**src/rtl/cc_branch_unit.sv**
```systemverilog
// cc_branch_unit: N/Z/P classifier, per-context condition-code file and
// branch-enable evaluator with a one-entry valid/ready result register and
// saturating evaluation/taken statistics counters.
module cc_branch_unit #(
    parameter  int WIDTH   = 16,
    parameter  int NUM_CTX = 4,
    parameter  int CNT_W   = 16,
    localparam int CTX_W   = (NUM_CTX > 1) ? $clog2(NUM_CTX) : 1
) (
    input  logic                   Clk,
    input  logic                   Reset,
    input  logic [WIDTH-1:0]       bus_data,
    input  logic                   LD_CC,
    input  logic [CTX_W-1:0]       cc_ctx,
    input  logic                   eval_valid,
    output logic                   eval_ready,
    input  logic [CTX_W-1:0]       eval_ctx,
    input  logic [2:0]             eval_mask,
    output logic                   ben_valid,
    input  logic                   ben_ready,
    output logic                   BEN,
    output logic                   ben_uninit,
    output logic [3*NUM_CTX-1:0]   cc_out,
    output logic [CNT_W-1:0]       eval_count,
    output logic [CNT_W-1:0]       taken_count,
    input  logic                   clr_stats
);

    // Context indices are compared against NUM_CTX with one spare bit so that
    // every encodable index, including the all-ones one, is handled.
    localparam logic [CTX_W:0]   NUM_CTX_V = (CTX_W + 1)'(NUM_CTX);
    localparam logic [CNT_W-1:0] CNT_MAX   = '1;

    // Counter increment that sticks at the all-ones value.
    function automatic logic [CNT_W-1:0] sat_inc(input logic [CNT_W-1:0] v);
        return (v == CNT_MAX) ? v : v + 1'b1;
    endfunction

    logic [2:0]       r_cc [NUM_CTX];
    logic             r_ben_valid;
    logic             r_ben;
    logic             r_ben_uninit;
    logic [CNT_W-1:0] r_eval_count;
    logic [CNT_W-1:0] r_taken_count;

    logic             w_n;
    logic             w_z;
    logic             w_p;
    logic [2:0]       w_nzp;
    logic             w_wr_inr;
    logic             w_eval_inr;
    logic             w_fwd;
    logic [2:0]       w_cc_rd;
    logic [2:0]       w_cc_eff;
    logic             w_ben;
    logic             w_uninit;
    logic             w_fire;

    // Classification of the bus value: exactly one of n/z/p is set.
    assign w_n   = bus_data[WIDTH-1];
    assign w_z   = (bus_data == '0);
    assign w_p   = !w_n && !w_z;
    assign w_nzp = {w_n, w_z, w_p};

    assign w_wr_inr   = ({1'b0, cc_ctx}   < NUM_CTX_V);
    assign w_eval_inr = ({1'b0, eval_ctx} < NUM_CTX_V);

    // Read the addressed context; an out-of-range index reads as never loaded.
    always_comb begin
        w_cc_rd = 3'b000;
        for (int i = 0; i < NUM_CTX; i++) begin
            if (eval_ctx == CTX_W'(i)) begin
                w_cc_rd = r_cc[i];
            end
        end
    end

    // A write to the context being evaluated in the same cycle wins over the
    // stored value, so the evaluation sees the freshly classified code.
    assign w_fwd    = LD_CC && w_wr_inr && (cc_ctx == eval_ctx);
    assign w_cc_eff = w_fwd ? w_nzp : w_cc_rd;
    assign w_ben    = w_eval_inr && (|(eval_mask & w_cc_eff));
    assign w_uninit = !w_eval_inr || (w_cc_eff == 3'b000);

    assign eval_ready = !r_ben_valid || ben_ready;
    assign w_fire     = eval_valid && eval_ready;

    // Condition-code file; writes to out-of-range contexts are dropped.
    always_ff @(posedge Clk) begin
        if (Reset) begin
            for (int i = 0; i < NUM_CTX; i++) begin
                r_cc[i] <= 3'b000;
            end
        end else if (LD_CC && w_wr_inr) begin
            for (int i = 0; i < NUM_CTX; i++) begin
                if (cc_ctx == CTX_W'(i)) begin
                    r_cc[i] <= w_nzp;
                end
            end
        end
    end

    // Flatten the CC file onto cc_out, context i at bits [3i+2:3i].
    always_comb begin
        cc_out = '0;
        for (int i = 0; i < NUM_CTX; i++) begin
            cc_out[3*i +: 3] = r_cc[i];
        end
    end

    // One-entry result register: loads on accept, holds while stalled.
    always_ff @(posedge Clk) begin
        if (Reset) begin
            r_ben_valid  <= 1'b0;
            r_ben        <= 1'b0;
            r_ben_uninit <= 1'b0;
        end else if (w_fire) begin
            r_ben_valid  <= 1'b1;
            r_ben        <= w_ben;
            r_ben_uninit <= w_uninit;
        end else if (ben_ready) begin
            r_ben_valid  <= 1'b0;
        end
    end

    // Saturating statistics; a clear discards any same-cycle event.
    always_ff @(posedge Clk) begin
        if (Reset || clr_stats) begin
            r_eval_count  <= '0;
            r_taken_count <= '0;
        end else if (w_fire) begin
            r_eval_count <= sat_inc(r_eval_count);
            if (w_ben) begin
                r_taken_count <= sat_inc(r_taken_count);
            end
        end
    end

    assign ben_valid   = r_ben_valid;
    assign BEN         = r_ben;
    assign ben_uninit  = r_ben_uninit;
    assign eval_count  = r_eval_count;
    assign taken_count = r_taken_count;

endmodule

```
**config.mk**
```make
export PLATFORM = sky130hd
export DESIGN_NAME = cc_branch_unit
export DESIGN_NICKNAME = d
export VERILOG_FILES = /design/src/rtl/cc_branch_unit.sv
export SDC_FILE = /design/constraint.sdc
export NUM_CORES = 1
export LEC_CHECK = 0
export ABC_AREA = 1
export BUFFER_PORTS_ARGS = -buffer_cell sky130_fd_sc_hd__buf_4
export CORE_MARGIN = 3
export CORE_UTILIZATION = 45
export DETAILED_ROUTE_END_ITERATION = 7
export PLACE_DENSITY = 0.67
export REMOVE_ABC_BUFFERS = 1
export SLEW_MARGIN = 30
export SYNTH_ARGS = -nofsm -noshare
export SYNTH_HDL_FRONTEND = slang
export SYNTH_SLANG_ARGS = --single-unit
export TNS_END_PERCENT = 50
```
**constraint.sdc**
```tcl
create_clock -name Clk -period 1.77 [get_ports Clk]
set_input_delay 0.0885 -clock Clk [delete_from_list [all_inputs] [get_ports Clk]]
set_output_delay 0.0885 -clock Clk [all_outputs]
set_load 0.05 [all_outputs]
```
==> metrics, run 1 <==
synthesized instance count=370; CP Depth=9; clock root buffer=clkbuf_8; area leader, netlist=dfxtp_1; die height=a little over 80 um; I/O pin cnt=77; Cells after DPL=about 530; Iteration-0 DRC Markers=about 180; clk slew on worst S/H paths=90 ps; Psw=~0.00068 W; Initial Util=47.4%; Clk Latency, worst-skew pair=300 ps; worst hold path class=in -> reg; crit-path cells=ha_4, nand3_2, inv_2, nand3_1, nor2_2, nand2_2, buf_4, nand4_1, a21oi_1; synth top area cells=dfxtp_1 26%, edfxtp_1 13%, nand2_1 12%, nor2_1 6.9%, a21oi_1 6.2%; Rel. slew slack=about half; element type at the critical path start=flip-flop; Core ar.=approximately 5600 um2; Setup Viol. Count Final=0; Worst R2R Path Depth=9; CP bufs+invs=2; CP max stage cell=dfxtp_1; Tcrit/Tclk final=a little over nine tenths; Crit. End Element=flip-flop; worst path arrival time=approximately 1900 ps; nets@finish=roughly 500; CTS tree=built; final slew viol count=0; DRC Markers=0; fraction of layout cells with a size suffix above 1=30.1%; hold-critical path depth=4; Int Pwr=0.00173 W; sequential fraction of the synthesis area=39.6%; PD cells=approximately 660 nW/um2; Sink Count=47; Max Clock Freq=about 590 MHz; First-pass DRT Iterations=5; Flop pwr share=around 48%; Sw Ratio=around 28%; Worst path top cell family by delay=simple AND/OR/NAND/NOR gates; std cell rows=27; Clock power frac=between 30% and 40%; via/cell ratio=~5.1; ys flop type=dfxtp_1; initial antenna violation count=0; Die Wd=about 83 um; deepest clock path buffer count=2; DR vias=about 2800; setup slack, reg-to-reg=about 68 ps; kind of critical path=reg -> reg; Warnings, synthesis=0; count leader, synth=nand2_1; Power, Total=0.00240 W; PortBufs=76; Area Overhead vs Synth=36.1%; Yosys reg bits=47; max_cap viols=0; number of library cell types mapped by synthesis=31; post-synth top area share=a little over a quarter; final hold vios=0; P_leak=roughly 1.5 nW; status=finished, final reports clean; Tightest Pin Transition=772 ps; Worst Path Max Fanout=5; global route overflow=0; Routed Antenna Nets=0; drt total wl=about 7400 um; Post-synth EDFFs=12; largest net degree at the start of global routing=23; asr flop ratio synth=0%; largest stage delay on the critical path=around 380 ps; mean area per synthesized cell=~7.2 um2; DIE AREA=between 6000 and 7000 um2; RePlAce Congestion=roughly 0.93; Tmin final=1700 ps; Logic pwr share=about 18%; VDD IR max=around 0.35 mV; Crit path required time=between 1500 and 2000 ps; non-filler cells, final=approximately 540; CTS buffer count=5; HPWL Detailed=between 5000 and 6000 um; gr usage total=around 20%; H-tree depth=2; synthesized area=between 2000 and 3000 um2; most instantiated cells after synthesis=84 x nand2_1, 49 x nor2_1, 35 x dfxtp_1, 33 x a21oi_1, 31 x inv_1; post-DR wirelength/cell=~14 um; diodes inserted=0; Clock Skew=3.93 ps; vias in the first global route=between 2000 and 3000; global-route wire length before repair=11900 um
-- path summary, 6_finish.rpt --
check / start / end
worst max-delay path: taken_count[0] / taken_count[15]
worst min-delay path: ben_ready / ben_valid
worst max register to register: taken_count[0] / taken_count[15]
worst min register to register: BEN / BEN
-- sequential cells by signal, indices dropped and copies added, names as in the netlist --
name         count
r_cc            12
ben_valid        1
eval_count      16
taken_count     16
BEN              1
ben_uninit       1
-- per-layer routing --
metal	up-vias	GRT usage (%)	share of wire (%)
li1	1426	-	-
met1	1258	27.1	47
met2	96	33.2	45
met3	12	5.36	6.8
met4	0	5.20	1.2
met5	-	0	0
-- layout by cell type (no fill, tap or decap), types with 2 or more instances in the layout --
cell type	count
nand3_2	5
nand3_4	2
edfxtp_1	12
o21ai_0	14
nand2_2	11
clkinv_2	2
nand2_1	85
nand4_1	21
buf_4	100
a21oi_1	33
o21ai_1	3
nand3_1	19
nand3b_1	2
nor3_2	2
nor3b_1	2
inv_1	30
xnor2_1	7
nor3_1	4
or2_2	2
xor2_1	11
inv_2	3
nor2_2	3
dfxtp_1	34
clkbuf_8	6
nor2_1	46
nor4_1	3
-- through the flow --
stage / setup WS [ps] / TNS, ps / instance area [um2] / util [%] / hold WS [ps]
finish: 67.7 / 0 / 3640 / 64.6 / 79.0
detailed placement: 74.2 / 0 / 3420 / 60.6 / 293
global placement: 74.6 / 0 / 3420 / 60.6 / 293
global route: -75.2 / -982 / 3640 / 64.6 / 92.8
floorplan: -689 / -12040 / 2610 / - / 158
CTS: 52.4 / 0 / 3540 / 62.8 / 77.4
-- logic make-up (layout without fill, tap and decap cells) --
| logic type | Yosys count | after routing | share of synthesized area, % |
|---|---|---|---|
| compound gates | 52 | 52 | 9.91 |
| xor+xnor | 18 | 18 | 5.89 |
| fa+ha+maj | 2 | 2 | 0.935 |
| buf+inv | 44 | 144 | 7.43 |
| flops | 47 | 47 | 39.6 |
| simple gates | 207 | 209 | 36.2 |
-- repair_timing --
item,CTS,global route
hold endpoints to repair,3,0
setup buffers,0,4
resized for setup,0,16
endpoints found under the setup margin,0,19
hold buffers,1,0
-- area by class of cell --
| class | instances | area (um2) |
|---|---|---|
| multi-input cells | 281 | 1470 |
| clock buffers | 6 | 82.6 |
| well taps | 72 | 90.1 |
| clock inverters | 2 | 35.0 |
| repair buffers | 102 | 772 |
| fillers | 503 | 2000 |
| inverters | 34 | 129 |
| flip-flops and latches | 47 | 1060 |
-- worst min-delay path, delay by kind of cell --
kind | cells | cell delay [ps]
AO/OA/AOI/OAI | 1 | 70
buffers and inverters | 2 | 100
AND/OR/NAND/NOR | 1 | 80
-- power by group through the flow --
stage	registers (W)	clock network (W)	logic, W
2_1_floorplan	0.00126	0	0.000148
3_3_place_gp	0.00117	0	0.000411
3_5_place_dp	0.00117	0	0.000414
4_1_cts	0.00114	0.000855	0.000417
5_1_grt	0.00115	0.000904	0.000454
6_report	0.00115	0.000836	0.000424
No activity file was read; power rests on OpenSTA's default activity.
==> inputs of run 2 (changes only) <==
CORE_ASPECT_RATIO = 1.2   (was unset)
==> run 2 against run 1 <==
Power fell by 4.6%. Critical path depth rose by 1. Global-route usage rose by 0.22 points. Register-to-register slack better by 40 ps.
==> metrics, run 2 (same netlist as run 1, synthesis figures left out) <==
CP bufs+invs=2 (unchanged); Crit. End Element=flip-flop; Tmin final=1660 ps (-41.3 ps); crit-path cells=ha_2, nand3_2, nor2_1, nand3_1, nand2_2, buf_4, inv_1, nand2_1, o21ai_0, a21oi_1; clk slew on worst S/H paths=90 ps (about the same); initial antenna violation count=0 (unchanged); largest net degree at the start of global routing=23 (unchanged); vias in the first global route=2550 (-1.2%); H-tree depth=2 (unchanged); Die Wd=76.4 um (-8.1%); Psw=0.000663 W (-1.8%); RePlAce Congestion=0.858 (-8.1%); via/cell ratio=5.06 (-1.4%); most common cell after layout, fill and taps aside=buf_4; DIE AREA=6910 um2 (about the same); worst path arrival time=1900 ps (+40 ps); register area=1060 um2 (+0.24%); Place WS=-10.1 ps (-84.2 ps); CTS tree=built; VDD IR max=0.388 mV (+10%); status=finished, final reports clean; kind of critical path=reg -> reg; Max Clock Freq=602 MHz (+2.5%); gr usage total=20.7% (+0.22 points); post-DR wirelength/cell=13.2 um (-2.1%); max_cap viols=0 (unchanged); PD cells=640 nW/um2 (-3.0%); Clock Skew=4.18 ps (+0.253 ps); Iteration-0 DRC Markers=103 (-41%); Flop pwr share=50.0% (+2.4 points); Clk Latency, worst-skew pair=300 ps (about the same); nets@finish=495 (-1.4%); deepest clock path buffer count=2 (unchanged); Routed Antenna Nets=0 (unchanged); std cell rows=30 (+11%); Sink Count=47 (unchanged); DRC Markers=0 (unchanged); Worst Path Max Fanout=8 (+3); Post CTS Setup Buffer Count=0 (unchanged); Setup Viol. Count Final=0 (unchanged); Power, Total=0.00229 W (-4.6%); Tcrit/Tclk final=93.8% (-2.3 points); Sw Ratio=28.9% (+0.83 points); CP max stage cell=dfxtp_1; Initial Util=46.9% (-0.53 points); Area Overhead vs Synth=33.9%; P_leak=1.46 nW (-2.5%); Cells after DPL=535 (+1.3%); Int Pwr=0.00163 W (-5.7%); Multi-input gate area=1460 um2 (-0.59%); Clock power frac=31.8% (-3.0 points); Core ar.=5710 um2 (+1.1%); Crit path required time=2010 ps (+80 ps); worst hold path class=in -> reg; die height=90.5 um (+8.9%); final hold vios=0 (unchanged); diodes inserted=0 (unchanged); CTS buffer count=5 (unchanged); Tightest Pin Transition=731 ps (-40.7 ps); hold slack=75.2 ps (-3.82 ps); global route overflow=0 (unchanged); fraction of layout cells with a size suffix above 1=29.5% (-0.62 points); largest stage delay on the critical path=390 ps (about the same); Rel. slew slack=51.2% (+2.7 points); drt total wl=7220 um (-2.0%); PortBufs=76 (unchanged); worst setup margin=109 ps (+41.3 ps); Worst path top cell family by delay=simple AND/OR/NAND/NOR gates; most frequent cells in the layout=95 x buf_4, 84 x nand2_1, 46 x nor2_1; final slew viol count=0 (unchanged); Logic pwr share=18.2% (+0.6 points); Filler cells=547 (+8.7%); DR vias=2759 (-1.2%); First-pass DRT Iterations=4 (-1); I/O pin cnt=77 (unchanged); HPWL Detailed=5460 um (+2.2%); clock root buffer=clkbuf_8; non-filler cells, final=545 (+0.18%); setup_tns=0 ps (unchanged); global-route wire length before repair=11800 um (-0.70%); element type at the critical path start=flip-flop
==> run 2: timing repair <==
action                                  4_1_cts  5_1_grt
hold buffers                                  1        0
pin swaps                                     0        4
hold endpoints to repair                      3        0
endpoints found under the setup margin        1       20
resized for setup                             1       14
cloned                                        0        1
==> run 2: worst paths after layout <==
kind / cells past startpoint / slack (ps) / to / start
hold / removal: 4 / 80 / ben_valid / ben_ready
hold reg to reg: 2 / 470 / ben_uninit / ben_uninit
setup / recovery: 10 / 110 / eval_count[2] / eval_count[1]
setup reg to reg: 10 / 110 / eval_count[2] / eval_count[1]
==> run 2: tightest hold or removal path, delay by kind of cell <==
family | cells | cell delay, ps
buffers and inverters | 2 | 110
AOI/OAI and AO/OA | 1 | 70
and+or+nand+nor | 1 | 80
==> run 2: power groups by stage <==
| stage | registers [W] | clock network [W] | logic (W) |
|---|---|---|---|
| finish | 0.00115 | 0.000730 | 0.000417 |
| global route | 0.00115 | 0.000792 | 0.000452 |
| CTS | 0.00115 | 0.000754 | 0.000412 |
| detailed placement | 0.00117 | 0 | 0.000409 |
| global placement | 0.00117 | 0 | 0.000407 |
| floorplan | 0.00126 | 0 | 0.000148 |
==> run 2: final cells by class <==
class	count	area share (%)
repair buffers	96	20.2
multi-input cells	280	40.9
inverters	34	3.60
clock buffers	7	2.69
clock inverters	1	0.175
flip-flops and latches	47	29.7
well taps	80	2.79
==> run 2: routing by layer <==
layer  vias up  wire length [um]  global-route usage [%]
li1       1413                 -                       -
met1      1248              3160                    25.3
met5         -                 0                       0
met2        84              3500                    34.5
met3        14               424                    5.09
met4         0               133                    8.61
==> run 2: stage by stage <==
step | util (%) | cell area [um2]
6_report | 62.8 | 3580
5_1_grt | 62.8 | 3580
2_1_floorplan | - | 2610
4_1_cts | 62.0 | 3530
3_5_place_dp | 59.9 | 3420
3_3_place_gp | 59.9 | 3420
==> inputs of run 3 (changes only) <==
MAX_ROUTING_LAYER = met4   (was unset)
==> run 3 against run 2 <==
Hold slack better by 2.0 ps. Clock power hardly changed. Fmax is 0.58% higher. Routed wire length is 0.50% lower. Cell area stayed put. Register-to-register slack hardly changed. Count of clock-buffer cells in the layout stayed put. Worst setup slack better by 9.6 ps. First-iteration DRC count is 1.9% higher. Power hardly changed. Critical endpoint unchanged. Largest cell class unchanged.
==> metrics, run 3 (same netlist as run 1, synthesis figures left out) <==
status=finished, final reports clean; std cell rows=30 (unchanged); diodes inserted=0 (unchanged); Filler cells=547 (unchanged); Clk Latency, worst-skew pair=300 ps (about the same); Tcrit/Tclk final=93.3% (-0.54 points); post-DR wirelength/cell=13.2 um (-0.50%); fraction of layout cells with a size suffix above 1=29.5% (unchanged); DR vias=2763 (+0.14%); Die Wd=76.4 um (unchanged); Worst R2R Path Depth=10 (unchanged); PD cells=640 nW/um2 (about the same); via/cell ratio=5.07 (+0.14%); HPWL Detailed=5460 um (unchanged); Area Overhead vs Synth=33.9% (unchanged); Clock Skew=2.84 ps (-1.35 ps); deepest clock path buffer count=2 (unchanged); vias in the first global route=2552 (+0.078%); critical register-to-register path endpoint=eval_count[2]; die height=90.5 um (unchanged); placed cell areas=3420 um2 (unchanged); Power, Total=0.00229 W (about the same); RePlAce Congestion=0.872 (+1.6%); routed wl met2=3490 um (-0.43%); drt total wl=7180 um (-0.50%); hold-critical path depth=4 (unchanged); Metal-1 WL=3160 um (about the same); Iteration-0 DRC Markers=105 (+1.9%); global-route wire length before repair=11800 um (-0.23%); P_leak=1.46 nW (unchanged); most frequent cells in the layout=95 x buf_4, 84 x nand2_1, 46 x nor2_1; CTS buffer count=5 (unchanged); Sw Ratio=28.8% (-0.061 points); Post CTS Setup Buffer Count=0 (unchanged); Psw=0.000661 W (-0.30%); I/O pin cnt=77 (unchanged); Routed Antenna Nets=0 (unchanged); Int Pwr=0.00163 W (about the same); largest net degree at the start of global routing=23 (unchanged); setup slack, reg-to-reg=120 ps (about the same); Initial Util=46.9% (unchanged); global route overflow=0 (unchanged); initial antenna violation count=0 (unchanged); met3 WL=385 um (-9.2%); final hold vios=0 (unchanged); Logic pwr share=18.2% (about the same); Sink Count=47 (unchanged); Multi-input gate area=1460 um2 (unchanged); Flop pwr share=50.0% (about the same); Core ar.=5710 um2 (unchanged); final slew viol count=0 (unchanged); max_cap viols=0 (unchanged); worst hold path class=in -> reg; HP Start=ben_ready; PortBufs=76 (unchanged); DIE AREA=6910 um2 (unchanged); gr usage total=21.2% (+0.56 points); Tmin final=1650 ps (-9.59 ps); Tightest Pin Transition=731 ps (+0.262 ps); Clock power frac=31.8% (about the same); First-pass DRT Iterations=4 (unchanged); Max Clock Freq=606 MHz (+0.58%); Rel. slew slack=51.2% (about the same); kind of critical path=reg -> reg; Crit path required time=2010 ps (about the same); most common cell after layout, fill and taps aside=buf_4; worst path arrival time=1890 ps (about the same); Crit. End Element=flip-flop; fin area=3580 um2 (unchanged); H-tree depth=2 (unchanged); core occupancy in the finished layout=62.8% (unchanged); element type at the critical path start=flip-flop; DRC Markers=0 (unchanged); clock root buffer=clkbuf_8; Worst Path Max Fanout=8 (unchanged); CTS tree=built; register area=1060 um2 (unchanged); DR top layer=met4; Setup Viol. Count Final=0 (unchanged); Hold Path End=ben_valid; worst r2r src=eval_count[1]; clk slew on worst S/H paths=90 ps (about the same); nets@finish=495 (unchanged); VDD IR max=0.387 mV (-0.15%)
-- run 3: power groups by stage --
stage	clock (W)	combinational (W)	sequential [W]
floorplan	0	0.000148	0.00126
global placement	0	0.000407	0.00117
detailed placement	0	0.000409	0.00117
CTS	0.000754	0.000412	0.00115
global route	0.000795	0.000452	0.00115
finish	0.000728	0.000417	0.00115
-- run 3: worst max-delay path by stage --
stage	start	to	slack, ps
3_5_place_dp	eval_count[0]	eval_count[14]	-10
3_3_place_gp	eval_count[0]	eval_count[14]	-1
5_1_grt	eval_count[0]	eval_count[2]	-5
4_1_cts	eval_count[0]	eval_count[14]	2
6_report	eval_count[1]	eval_count[2]	120
2_1_floorplan	ben_valid	eval_count[14]	-690
-- run 3: critical path, stage by stage (launching register included) --
cell	delay [ps]
dfxtp_1	390
ha_2	240
nand3_2	100
nor2_1	120
nand3_1	110
nand2_2	100
buf_4	150
inv_1	110
nand2_1	100
o21ai_0	70
a21oi_1	110
-- run 3: layout make-up --
cell class              count  area share (%)
clock buffers               7            2.69
clock inverters             1           0.175
inverters                  34            3.60
multi-input cells         280            40.9
flip-flops and latches     47            29.7
well taps                  80            2.79
repair buffers             96            20.2
-- run 3: timing repair --
item | CTS | global route
gates resized for setup | 1 | 14
gates cloned | 0 | 1
pin swaps | 0 | 4
hold buffers | 1 | 0
endpoints found under the hold margin | 3 | 0
endpoints found under the setup margin | 1 | 20
-- run 3: per-stage QoR --
| stage | instances | setup TNS (ps) | hold WS, ps | worst slack (ps) |
|---|---|---|---|---|
| 6_report | 545 | 0 | 77.2 | 119 |
| 5_1_grt | 545 | -6.22 | 100 | -5.03 |
| 4_1_cts | 544 | 0 | 76.9 | 2.21 |
| 3_5_place_dp | 535 | -10.1 | 294 | -10.1 |
| 3_3_place_gp | 535 | -1.29 | 291 | -1.29 |
| 2_1_floorplan | 360 | -12040 | 158 | -689 |
-- run 3: layer usage --
| layer | vias to the layer above | global-route usage, % |
|---|---|---|
| li1 | 1415 | - |
| met2 | 82 | 34.4 |
| met4 | 0 | 8.61 |
| met1 | 1250 | 25.5 |
| met3 | 16 | 4.99 |
| met5 | - | - |
